### src/rtl/rs_issue_arbiter.sv
// -----------------------------------------------------------------------------
// rs_issue_arbiter
//
// Picks one ready instruction per cycle from the ALU reservation station and
// presents it to the ALU. The pick is registered, so the selected entry appears
// one cycle after it becomes eligible. It is then held stable until the ALU
// accepts it (handshake), the pipeline is flushed, or the entry is dropped
// because its busy bit falls.
//
// Fairness: round-robin. The search starts at ptr. After a successful issue,
// ptr moves to one past the issued entry and wraps from ALU back to 0. Flushes
// and drops leave ptr where it was.
//
// Optional feature: define RS_ISSUE_PERF_EN to enable the saturating
// issueCount/stallCount performance counters. Without it both ports read 0.
//
// Parameters
//   ALU          number of reservation-station entries minus one (N = ALU+1)
//   ROB          ROB tag width minus one (TW = ROB+1)
//
// Ports
//   clk          clock; all state updates on the rising edge
//   reset        synchronous, active-high reset
//   flush        branch redirect; discards any in-flight issue
//   entryBusy    [N]      entry holds a valid instruction
//   entryReady   [N]      entry's operands are all ready
//   entryRob     [N*TW]   ROB tag of entry i at [i*TW +: TW]
//   fuReady      ALU accepts the presented instruction this cycle
//   issueValid   an instruction is being presented
//   issueOneHot  [N]      one-hot select of the presented entry (0 when idle)
//   issueIndex   [IW]     binary index of the presented entry
//   issueRob     [TW]     ROB tag captured when the entry was selected
//   entryRelease [N]      single-cycle pulse freeing the issued entry
//   issueCount   [16]     number of handshakes (saturating, perf build only)
//   stallCount   [16]     cycles presented but not accepted (perf build only)
// -----------------------------------------------------------------------------
module rs_issue_arbiter #(
   parameter  int ALU = 3,
   parameter  int ROB = 2,
   localparam int IW  = (ALU > 0) ? $clog2(ALU + 1) : 1
) (
   input  logic                           clk,
   input  logic                           reset,
   input  logic                           flush,
   input  logic [ALU:0]                   entryBusy,
   input  logic [ALU:0]                   entryReady,
   input  logic [(ALU+1)*(ROB+1)-1:0]     entryRob,
   input  logic                           fuReady,
   output logic                           issueValid,
   output logic [ALU:0]                   issueOneHot,
   output logic [IW-1:0]                  issueIndex,
   output logic [ROB:0]                   issueRob,
   output logic [ALU:0]                   entryRelease,
   output logic [15:0]                    issueCount,
   output logic [15:0]                    stallCount
);

   localparam int N  = ALU + 1;
   localparam int TW = ROB + 1;

   typedef enum logic {
      IDLE = 1'b0,
      HOLD = 1'b1
   } state_t;

   state_t          state_q, state_d;
   logic [IW-1:0]   ptr_q,   ptr_d;
   logic [N-1:0]    oh_q,    oh_d;
   logic [IW-1:0]   idx_q,   idx_d;
   logic [TW-1:0]   rob_q,   rob_d;

   logic            held_busy;
   logic            handshake;
   logic [N-1:0]    eligible;
   logic            any_elig;
   logic [IW-1:0]   start_ptr;
   logic [IW-1:0]   pick_idx;
   logic [N-1:0]    pick_oh;
   logic [TW-1:0]   pick_rob;

   // Index one past idx, wrapping from the last entry back to 0.
   function automatic logic [IW-1:0] next_ptr(input logic [IW-1:0] idx);
      if (int'(idx) >= N - 1) begin
         return '0;
      end
      return idx + IW'(1);
   endfunction

   // First set bit of elig, searching upward from start with wrap-around.
   function automatic logic [IW-1:0] rr_index(input logic [N-1:0]  elig,
                                              input logic [IW-1:0] start);
      logic [IW-1:0] pick;
      logic          hit;
      int            pos;
      pick = '0;
      hit  = 1'b0;
      for (int k = 0; k < N; k++) begin
         pos = (int'(start) + k) % N;
         if (!hit && elig[pos]) begin
            pick = IW'(pos);
            hit  = 1'b1;
         end
      end
      return pick;
   endfunction

   assign issueValid  = (state_q == HOLD);
   assign issueOneHot = oh_q;
   assign issueIndex  = idx_q;
   assign issueRob    = rob_q;

   // A held entry whose busy bit has fallen is no longer issuable. Reset is
   // folded in so that no release pulse can leak out during the reset cycle.
   assign held_busy = |(entryBusy & oh_q);
   assign handshake = issueValid & fuReady & ~flush & held_busy & ~reset;

   assign entryRelease = handshake ? oh_q : '0;

   // The entry currently presented must not be re-picked on its own
   // handshake cycle, so it is masked out while holding.
   assign eligible = entryBusy & entryReady & ~(issueValid ? oh_q : '0);
   assign any_elig = |eligible;

   // On a handshake the back-to-back pick already searches from the updated
   // pointer, so the next entry appears without an idle bubble.
   assign start_ptr = handshake ? next_ptr(idx_q) : ptr_q;
   assign pick_idx  = rr_index(eligible, start_ptr);
   assign pick_rob  = entryRob[int'(pick_idx)*TW +: TW];

   always_comb begin
      pick_oh           = '0;
      pick_oh[pick_idx] = 1'b1;
   end

   always_comb begin
      state_d = state_q;
      ptr_d   = ptr_q;
      oh_d    = oh_q;
      idx_d   = idx_q;
      rob_d   = rob_q;

      if (flush) begin
         // Redirect wins over everything: drop the presentation, keep ptr.
         state_d = IDLE;
         oh_d    = '0;
         idx_d   = '0;
         rob_d   = '0;
      end else begin
         case (state_q)
            IDLE: begin
               if (any_elig) begin
                  state_d = HOLD;
                  oh_d    = pick_oh;
                  idx_d   = pick_idx;
                  rob_d   = pick_rob;
               end
            end
            HOLD: begin
               if (!held_busy) begin
                  state_d = IDLE;
                  oh_d    = '0;
                  idx_d   = '0;
                  rob_d   = '0;
               end else if (handshake) begin
                  ptr_d = next_ptr(idx_q);
                  if (any_elig) begin
                     state_d = HOLD;
                     oh_d    = pick_oh;
                     idx_d   = pick_idx;
                     rob_d   = pick_rob;
                  end else begin
                     state_d = IDLE;
                     oh_d    = '0;
                     idx_d   = '0;
                     rob_d   = '0;
                  end
               end
            end
            default: begin
               state_d = IDLE;
               oh_d    = '0;
               idx_d   = '0;
               rob_d   = '0;
            end
         endcase
      end
   end

   always_ff @(posedge clk) begin
      if (reset) begin
         state_q <= IDLE;
         ptr_q   <= '0;
         oh_q    <= '0;
         idx_q   <= '0;
         rob_q   <= '0;
      end else begin
         state_q <= state_d;
         ptr_q   <= ptr_d;
         oh_q    <= oh_d;
         idx_q   <= idx_d;
         rob_q   <= rob_d;
      end
   end

`ifdef RS_ISSUE_PERF_EN
   logic [15:0] issue_cnt_q, issue_cnt_d;
   logic [15:0] stall_cnt_q, stall_cnt_d;

   // Both counters stick at all-ones instead of wrapping.
   always_comb begin
      issue_cnt_d = issue_cnt_q;
      stall_cnt_d = stall_cnt_q;
      if (handshake && (issue_cnt_q != 16'hFFFF)) begin
         issue_cnt_d = issue_cnt_q + 16'd1;
      end
      if (issueValid && !fuReady && (stall_cnt_q != 16'hFFFF)) begin
         stall_cnt_d = stall_cnt_q + 16'd1;
      end
   end

   always_ff @(posedge clk) begin
      if (reset) begin
         issue_cnt_q <= '0;
         stall_cnt_q <= '0;
      end else begin
         issue_cnt_q <= issue_cnt_d;
         stall_cnt_q <= stall_cnt_d;
      end
   end

   assign issueCount = issue_cnt_q;
   assign stallCount = stall_cnt_q;
`else
   assign issueCount = 16'd0;
   assign stallCount = 16'd0;
`endif

   // Structural invariants of the presentation registers.
   a_onehot: assert property (@(posedge clk) disable iff (reset)
                              $onehot0(issueOneHot));
   a_idle_zero: assert property (@(posedge clk) disable iff (reset)
                                 !issueValid |-> (issueOneHot == '0));

endmodule
### config.mk
export PLATFORM = sky130hd
export DESIGN_NAME = rs_issue_arbiter
export DESIGN_NICKNAME = d
export VERILOG_FILES = /design/src/rtl/rs_issue_arbiter.sv
export SDC_FILE = /design/constraint.sdc
export NUM_CORES = 1
export LEC_CHECK = 0
export CAP_MARGIN = 10
export CORE_MARGIN = 1.5
export CORE_UTILIZATION = 41
export DETAILED_ROUTE_END_ITERATION = 10
export GPL_TIMING_DRIVEN = 1
export MAX_ROUTING_LAYER = met4
export PLACE_DENSITY = 0.87
export REMOVE_ABC_BUFFERS = 1
export SETUP_SLACK_MARGIN = 0.5
export SLEW_MARGIN = 30
export SYNTH_ARGS = -nofsm -noshare
export SYNTH_HDL_FRONTEND = slang
export SYNTH_SLANG_ARGS = --single-unit
### constraint.sdc
create_clock -name clk -period 4.1 [get_ports clk]
set_clock_uncertainty 0.05 [all_clocks]
set_input_delay 1.23 -clock clk [delete_from_list [all_inputs] [get_ports clk]]
set_output_delay 1.23 -clock clk [all_outputs]
set_load 0.03 [all_outputs]
==> results.toml, run 1 <==
[route]
detail_route.wl_per_cell_um = 11.9
drc = 0
final_wl_mm = 2.56
drtPass1Iterations = 4
viasPerCell = 4.99
detailroute.via_count = 1077
detail-route-antenna-nets = 0
drt-initial-drc-count = 43

[die]
initial_utilization_pct = 43.1
num_io_pins = 70
fp.dieW_um = 56.6
fp.dieH_um = 56.6
area_of_the_die_mm2 = 0.00320
core_region_area_mm2 = 0.00273
std_cell_rows = 19

[finish]
fin_cells = 216
fillerInstances = 246
diodes = 0
area_of_the_multi_input_gates_um2 = 788
drive_above_1_share_pct = 20.0
reg_area_um2 = 240
final_core_utilization_pct = 56.1
nNetsFinal = 211
areaGrowthSynthToFinish_pct = 30.3

[timing]
report.final.hold_viol_count = 0
final_min_period_over_clock_period_pct = 87.0
setup-tns-final_ps = 0
timing.final.setup_violations = 0
final_period_minus_worst_setup_slack_ps = 3570
rsz0062_at_grt = "false"
fmax_ghz = 0.280
drv_slew = 0

[clocking]
tritoncts = "yes"
cts_made_buffers = 3
cts.sink_count = 12
h-tree-depth = 1
cts_root_buffer = "sky130_fd_sc_hd__clkbuf_4"
clock_tree.buffer_depth = 2
path_clk_slew_ps = 80
worst_skew_pair.late_latency_ps = 280

[synthesis]
most_area_hungry_cell_type_in_the_yosys_netlist = "sky130_fd_sc_hd__buf_4"
yosys-mux-area-fraction_pct = 6.27
yosysSeqAreaShare_pct = 20.4
post_synth_most_frequent_cells = "34 x sky130_fd_sc_hd__buf_4, 12 x sky130_fd_sc_hd__dfxtp_1, 12 x sky130_fd_sc_hd__nand2_1"
syn_area_mm2 = 0.00118
post_synth_xor_area_fraction_pct = 0
synth.ff_latch_count = 12
combinational_family_with_the_most_area_after_synthesis = "compound AO/OA/AOI/OAI gates"
yosys.cell_count.top_type = "sky130_fd_sc_hd__buf_4"
syn_inst = 142
synth-edff-count = 0
yosys-top-cells-area = "sky130_fd_sc_hd__buf_4 22%, sky130_fd_sc_hd__dfxtp_1 20%, sky130_fd_sc_hd__nand2_1 3.8%"
post-synth-top-area-fraction_pct = 21.7
synth-compound-area-share_pct = 26.0
share_of_synthesized_cell_area_in_full_adder_half_adder_and_majority_cells_pct = 1.06
synth-simple-area-share_pct = 22.0
fraction_of_registers_with_async_set_reset_pct = 0
postSynth.topFlopCell = "sky130_fd_sc_hd__dfxtp_1"
synth_cell_type_count = 44
ys_warn_count = 0
syn-mean-instance-area_um2 = 8.29

[placement]
gp_congestion = 0.890
dp.final_hpwl_mm = 1.98
placement.io_buffers = 37
inst_count_dp = 207

[global_routing]
first_pass_grt_wire_length_mm = 4.19
grt_max_degree = 13
grt_usage_pct = 17.1
grt_antenna_before_repair = 0
via_count_of_the_first_global_routing_pass = 941
grt_remaining_overflow = 0

[worst_hold_path]
min-delay-path-class = "reg -> reg"

[power]
max-vdd-ir-drop_v = 0.000146
switching_power_mw = 0.132
clock_power_share_pct = 27.1
power_frac_comb_pct = 37.2
p_leak_nw = 0.653
pwr-share-seq_pct = 35.6
power.switching_fraction_pct = 37.2
power.density_mw_per_mm2 = 232
cell_internal_pwr_mw = 0.224

[job]
maxCapViolations = 0

[setup_path]
timing.setup.critical_path_class = "in -> out"
worst_path_arrival_time_ps = 2290
worstPathMaxFanout = 5
worst_ep_required_time_ps = 2820
end_kind = "output pin"
launching_element_type_of_the_critical_path = "input port"

[status]
run_status = "finished, final reports clean"
-- kinds of logic (layout without fill, tap and decap cells) --
kind of cell	count (synthesis)	after routing
DFF	12	12
AOI/OAI and AO/OA	34	34
muxes	7	7
other	1	32
buffers and inverters	39	51
and+or+nand+nor	48	48
adders and majority gates	1	1
-- layout by cell type (no fill, tap or decap), types with 2 or more instances in the layout --
| master | n |
|---|---|
| sky130_fd_sc_hd__a211oi_1 | 2 |
| sky130_fd_sc_hd__a21oi_1 | 6 |
| sky130_fd_sc_hd__a221o_1 | 3 |
| sky130_fd_sc_hd__a22oi_1 | 2 |
| sky130_fd_sc_hd__a41oi_1 | 2 |
| sky130_fd_sc_hd__and2_1 | 2 |
| sky130_fd_sc_hd__and2_2 | 4 |
| sky130_fd_sc_hd__and2_4 | 4 |
| sky130_fd_sc_hd__buf_4 | 6 |
| sky130_fd_sc_hd__buf_6 | 4 |
| sky130_fd_sc_hd__clkbuf_4 | 3 |
| sky130_fd_sc_hd__clkdlybuf4s15_1 | 3 |
| sky130_fd_sc_hd__clkdlybuf4s50_1 | 26 |
| sky130_fd_sc_hd__conb_1 | 32 |
| sky130_fd_sc_hd__dfxtp_1 | 12 |
| sky130_fd_sc_hd__dlygate4sd2_1 | 4 |
| sky130_fd_sc_hd__inv_1 | 4 |
| sky130_fd_sc_hd__mux2_1 | 3 |
| sky130_fd_sc_hd__mux2i_1 | 4 |
| sky130_fd_sc_hd__nand2_1 | 12 |
| sky130_fd_sc_hd__nand2_2 | 2 |
| sky130_fd_sc_hd__nor2_1 | 10 |
| sky130_fd_sc_hd__nor3_1 | 4 |
| sky130_fd_sc_hd__o211ai_1 | 3 |
| sky130_fd_sc_hd__or2_2 | 3 |
-- worst max-delay path, stage by stage --
cell and delay (ps):
sky130_fd_sc_hd__dlygate4sd2_1 240, sky130_fd_sc_hd__a22o_4 220, sky130_fd_sc_hd__o2111a_2 290, sky130_fd_sc_hd__and2_4 170, sky130_fd_sc_hd__buf_6 130
-- area by class of cell --
type                    instances  area share (%)
clock buffers                   4            2.37
repair buffers                 43            27.1
multi-input cells             122            51.4
well taps                      31            2.53
flip-flops and latches         12            15.7
inverters                       4           0.979
-- layer usage --
metal	track usage (%)	share of wire [%]	routed length (um)
met1	22.8	45	1150
met2	24.1	43	1100
met3	5.30	11	277
met4	6.12	1.3	34
met5	-	0	0
-- per-stage QoR --
step / cell area (um^2) / hold slack [ps] / setup WS [ps] / power, mW
finish: 1530 / 451 / 533 / 0.356
global route: 1530 / 475 / 504 / 0.375
CTS: 1520 / 445 / 516 / 0.357
detailed placement: 1430 / 425 / 182 / 0.261
global placement: 1430 / 420 / 194 / 0.260
floorplan: 1030 / 422 / 767 / 0.219
-- power groups by stage --
stage | Sequential, mW | Combinational [mW] | Clock [mW]
after global placement | 0.129 | 0.130 | 0
after floorplan | 0.137 | 0.0820 | 0
after detailed placement | 0.129 | 0.131 | 0
final | 0.127 | 0.132 | 0.0965
after global routing | 0.128 | 0.142 | 0.106
after CTS | 0.127 | 0.132 | 0.0980
-- timing repair --
| item | 4_1_cts | 5_1_grt |
|---|---|---|
| resized for setup | 17 | 2 |
| hold buffers | 0 | 0 |
| pin swaps | 4 | 2 |
| setup endpoints to repair | 4 | 4 |
| buffers inserted | 4 | 1 |
-- final timing paths --
kind	slack, ps	to	depth (start not counted)	start
setup / recovery	530	entryRelease[2]	5	entryBusy[1]
hold / removal	450	issueRob[1]$_SDFFE_PP0P_	1	issueRob[1]$_SDFFE_PP0P_
setup reg to reg	1510	issueRob[1]$_SDFFE_PP0P_	7	issueIndex[0]$_SDFFE_PP0P_
hold reg to reg	450	issueRob[1]$_SDFFE_PP0P_	1	issueRob[1]$_SDFFE_PP0P_
-- sequential cells by signal, indices dropped and copies added, names as in the netlist --
register / count
issueOneHot: 4
issueRob: 3
issueIndex: 2
ptr_q: 2
issueValid: 1
(Power assumes the default switching activity.)
==> run 2: changes to the inputs <==
ABC_CLOCK_PERIOD_IN_PS = 4100   (was not set)
PLACE_DENSITY = 0.9   (was 0.87)
==> run 2 against run 1 <==
Net effect: critical endpoint is now entryRelease[3]; final cell count is 0.46% lower; largest cell class unchanged; maximum frequency is 0.12% lower; die area is the same; worst hold slack worse by 16 ps; core utilization is 0.73 points lower.
==> results.toml, run 2 (same netlist as run 1, synthesis figures left out) <==
[finish]
largest_reg_flops = 4
nNetsFinal = 210
fillerInstances = 254
diodes = 0
most-common-layout-cells = "32 x sky130_fd_sc_hd__conb_1, 26 x sky130_fd_sc_hd__clkdlybuf4s50_1, 12 x sky130_fd_sc_hd__nand2_1, 12 x sky130_fd_sc_hd__dfxtp_1, 10 x sky130_fd_sc_hd__nor2_1"
drive_above_1_share_pct = 20.1
fin_cells = 215
layout.cells.most_common = "sky130_fd_sc_hd__conb_1"
areaGrowthSynthToFinish_pct = 28.6

[setup_path]
launching_element_type_of_the_critical_path = "input port"
reg2reg_from = "issueIndex[0]$_SDFFE_PP0P_"
max_stage_delay_cell_worst_path = "sky130_fd_sc_hd__o2111a_2"
end_kind = "output pin"
timing.setup.critical_path_class = "in -> out"
worst_r2r_path_depth = 7
crit_path_start = "entryBusy[1]"
worstPathMaxFanout = 5
worst_ep_required_time_ps = 2820
cpLargestDelayFamily = "compound AO/OA/AOI/OAI gates"
wp_buf_inv = 2
ff2ff_setup_slack_ps = 1470
r2r_end = "issueRob[0]$_SDFFE_PP0P_"
max_stage_delay_ps = 300
crit_chain = "dlygate4sd2_1, a22o_2, o2111a_2, and2_4, buf_6"
worst_path_arrival_time_ps = 2290

[timing]
setup-tns-final_ps = 0
fmax_ghz = 0.280
report.final.hold_viol_count = 0
postLayoutSetupSlackWorst_ps = 528
rsz0062_at_grt = "false"
drv_slew = 0
final_min_period_over_clock_period_pct = 87.1
timing.final.setup_violations = 0
final_period_minus_worst_setup_slack_ps = 3570

[clocking]
path_clk_slew_ps = 70
h-tree-depth = 1
cts_made_buffers = 3
cts.sink_count = 12
ctsHoldBuffers = 0
worst_skew_pair.late_latency_ps = 280
cts_root_buffer = "sky130_fd_sc_hd__clkbuf_4"
clock_tree.buffer_depth = 2
tritoncts = "yes"

[worst_hold_path]
worst_hold_startpoint = "issueIndex[1]$_SDFFE_PP0P_"
timing.hold.worst_path_depth = 2
worst_case_hold_path_end_point = "issueIndex[1]$_SDFFE_PP0P_"
min-delay-path-class = "reg -> reg"

[route]
final_wl_mm = 2.67
viasPerCell = 5.18
detailroute.via_count = 1113
drtPass1Iterations = 4
detail_route.wl_per_cell_um = 12.4
detail-route-antenna-nets = 0
drc = 0
drt-initial-drc-count = 24

[power]
max-vdd-ir-drop_v = 0.000155
p_leak_nw = 0.642
power.density_mw_per_mm2 = 233

[die]
fp.dieH_um = 56.6
num_io_pins = 70
area_of_the_die_mm2 = 0.00320
std_cell_rows = 19
fp.dieW_um = 56.6
core_region_area_mm2 = 0.00273
initial_utilization_pct = 43.1

[global_routing]
first_pass_grt_wire_length_mm = 4.40
grt_usage_pct = 17.7
grt_antenna_before_repair = 0
via_count_of_the_first_global_routing_pass = 1035
grt_remaining_overflow = 0
grt_max_degree = 13

[job]
maxCapViolations = 0

[status]
run_status = "finished, final reports clean"

[placement]
dp.final_hpwl_mm = 2.06
placement.io_buffers = 37
gp_congestion = 0.906
dpl_worst_slack_ps = 178
inst_count_dp = 207
[run 2: power breakdown]
| group | leakage, nW | internal (mW) | switching [mW] |
|---|---|---|---|
| sequential | 0.0974 | 0.121 | 0.00624 |
| combinational | 0.523 | 0.0475 | 0.0843 |
| clock | 0.0210 | 0.0541 | 0.0391 |
[run 2: worst min-delay path: stages (launching register included)]
cell and delay (ps):
sky130_fd_sc_hd__dfxtp_1 330, sky130_fd_sc_hd__nand2_1 60, sky130_fd_sc_hd__a21oi_1 50
[run 2: what timing repair did]
item | 4_1_cts | 5_1_grt
buffers inserted | 3 | 1
pin swaps | 4 | 2
setup endpoints to repair | 4 | 4
resized for setup | 16 | 3
[run 2: area by class of cell]
cell class                      count  area (um^2)  area share [%]
Clock buffer                        4         36.3            2.40
Inverter                            4         15.0           0.992
Multi-Input combinational cell    122          781            51.6
Sequential cell                    12          240            15.9
Tap cell                           31         38.8            2.56
Timing Repair Buffer               42          403            26.6
[run 2: worst max path at each step]
stage | to | slack (ps) | cells after the start
after global routing | entryRelease[3] | 500 | 5
final | entryRelease[3] | 530 | 5
after floorplan | entryRelease[0] | 770 | 3
after CTS | entryRelease[2] | 520 | 5
after detailed placement | entryRelease[3] | 180 | 5
after global placement | entryRelease[3] | 200 | 5
[run 2: per-layer routing]
layer | up-vias | share of wire [%] | track usage (%)
li1 | 537 | - | -
met1 | 504 | 45 | 22.6
met2 | 63 | 44 | 27.2
met3 | 9 | 8.7 | 3.00
met4 | 0 | 3.0 | 8.16
met5 | - | 0 | -
[run 2: per-stage QoR]
stage          hold slack (ps)  power (mW)  cell area [um^2]  utilization [%]
5_1_grt                    466       0.367              1510             55.4
3_5_place_dp               420       0.262              1430             52.4
3_3_place_gp               420       0.260              1430             52.4
2_1_floorplan              422       0.219              1030                -
4_1_cts                    433       0.353              1510             55.2
6_report                   435       0.352              1510             55.4
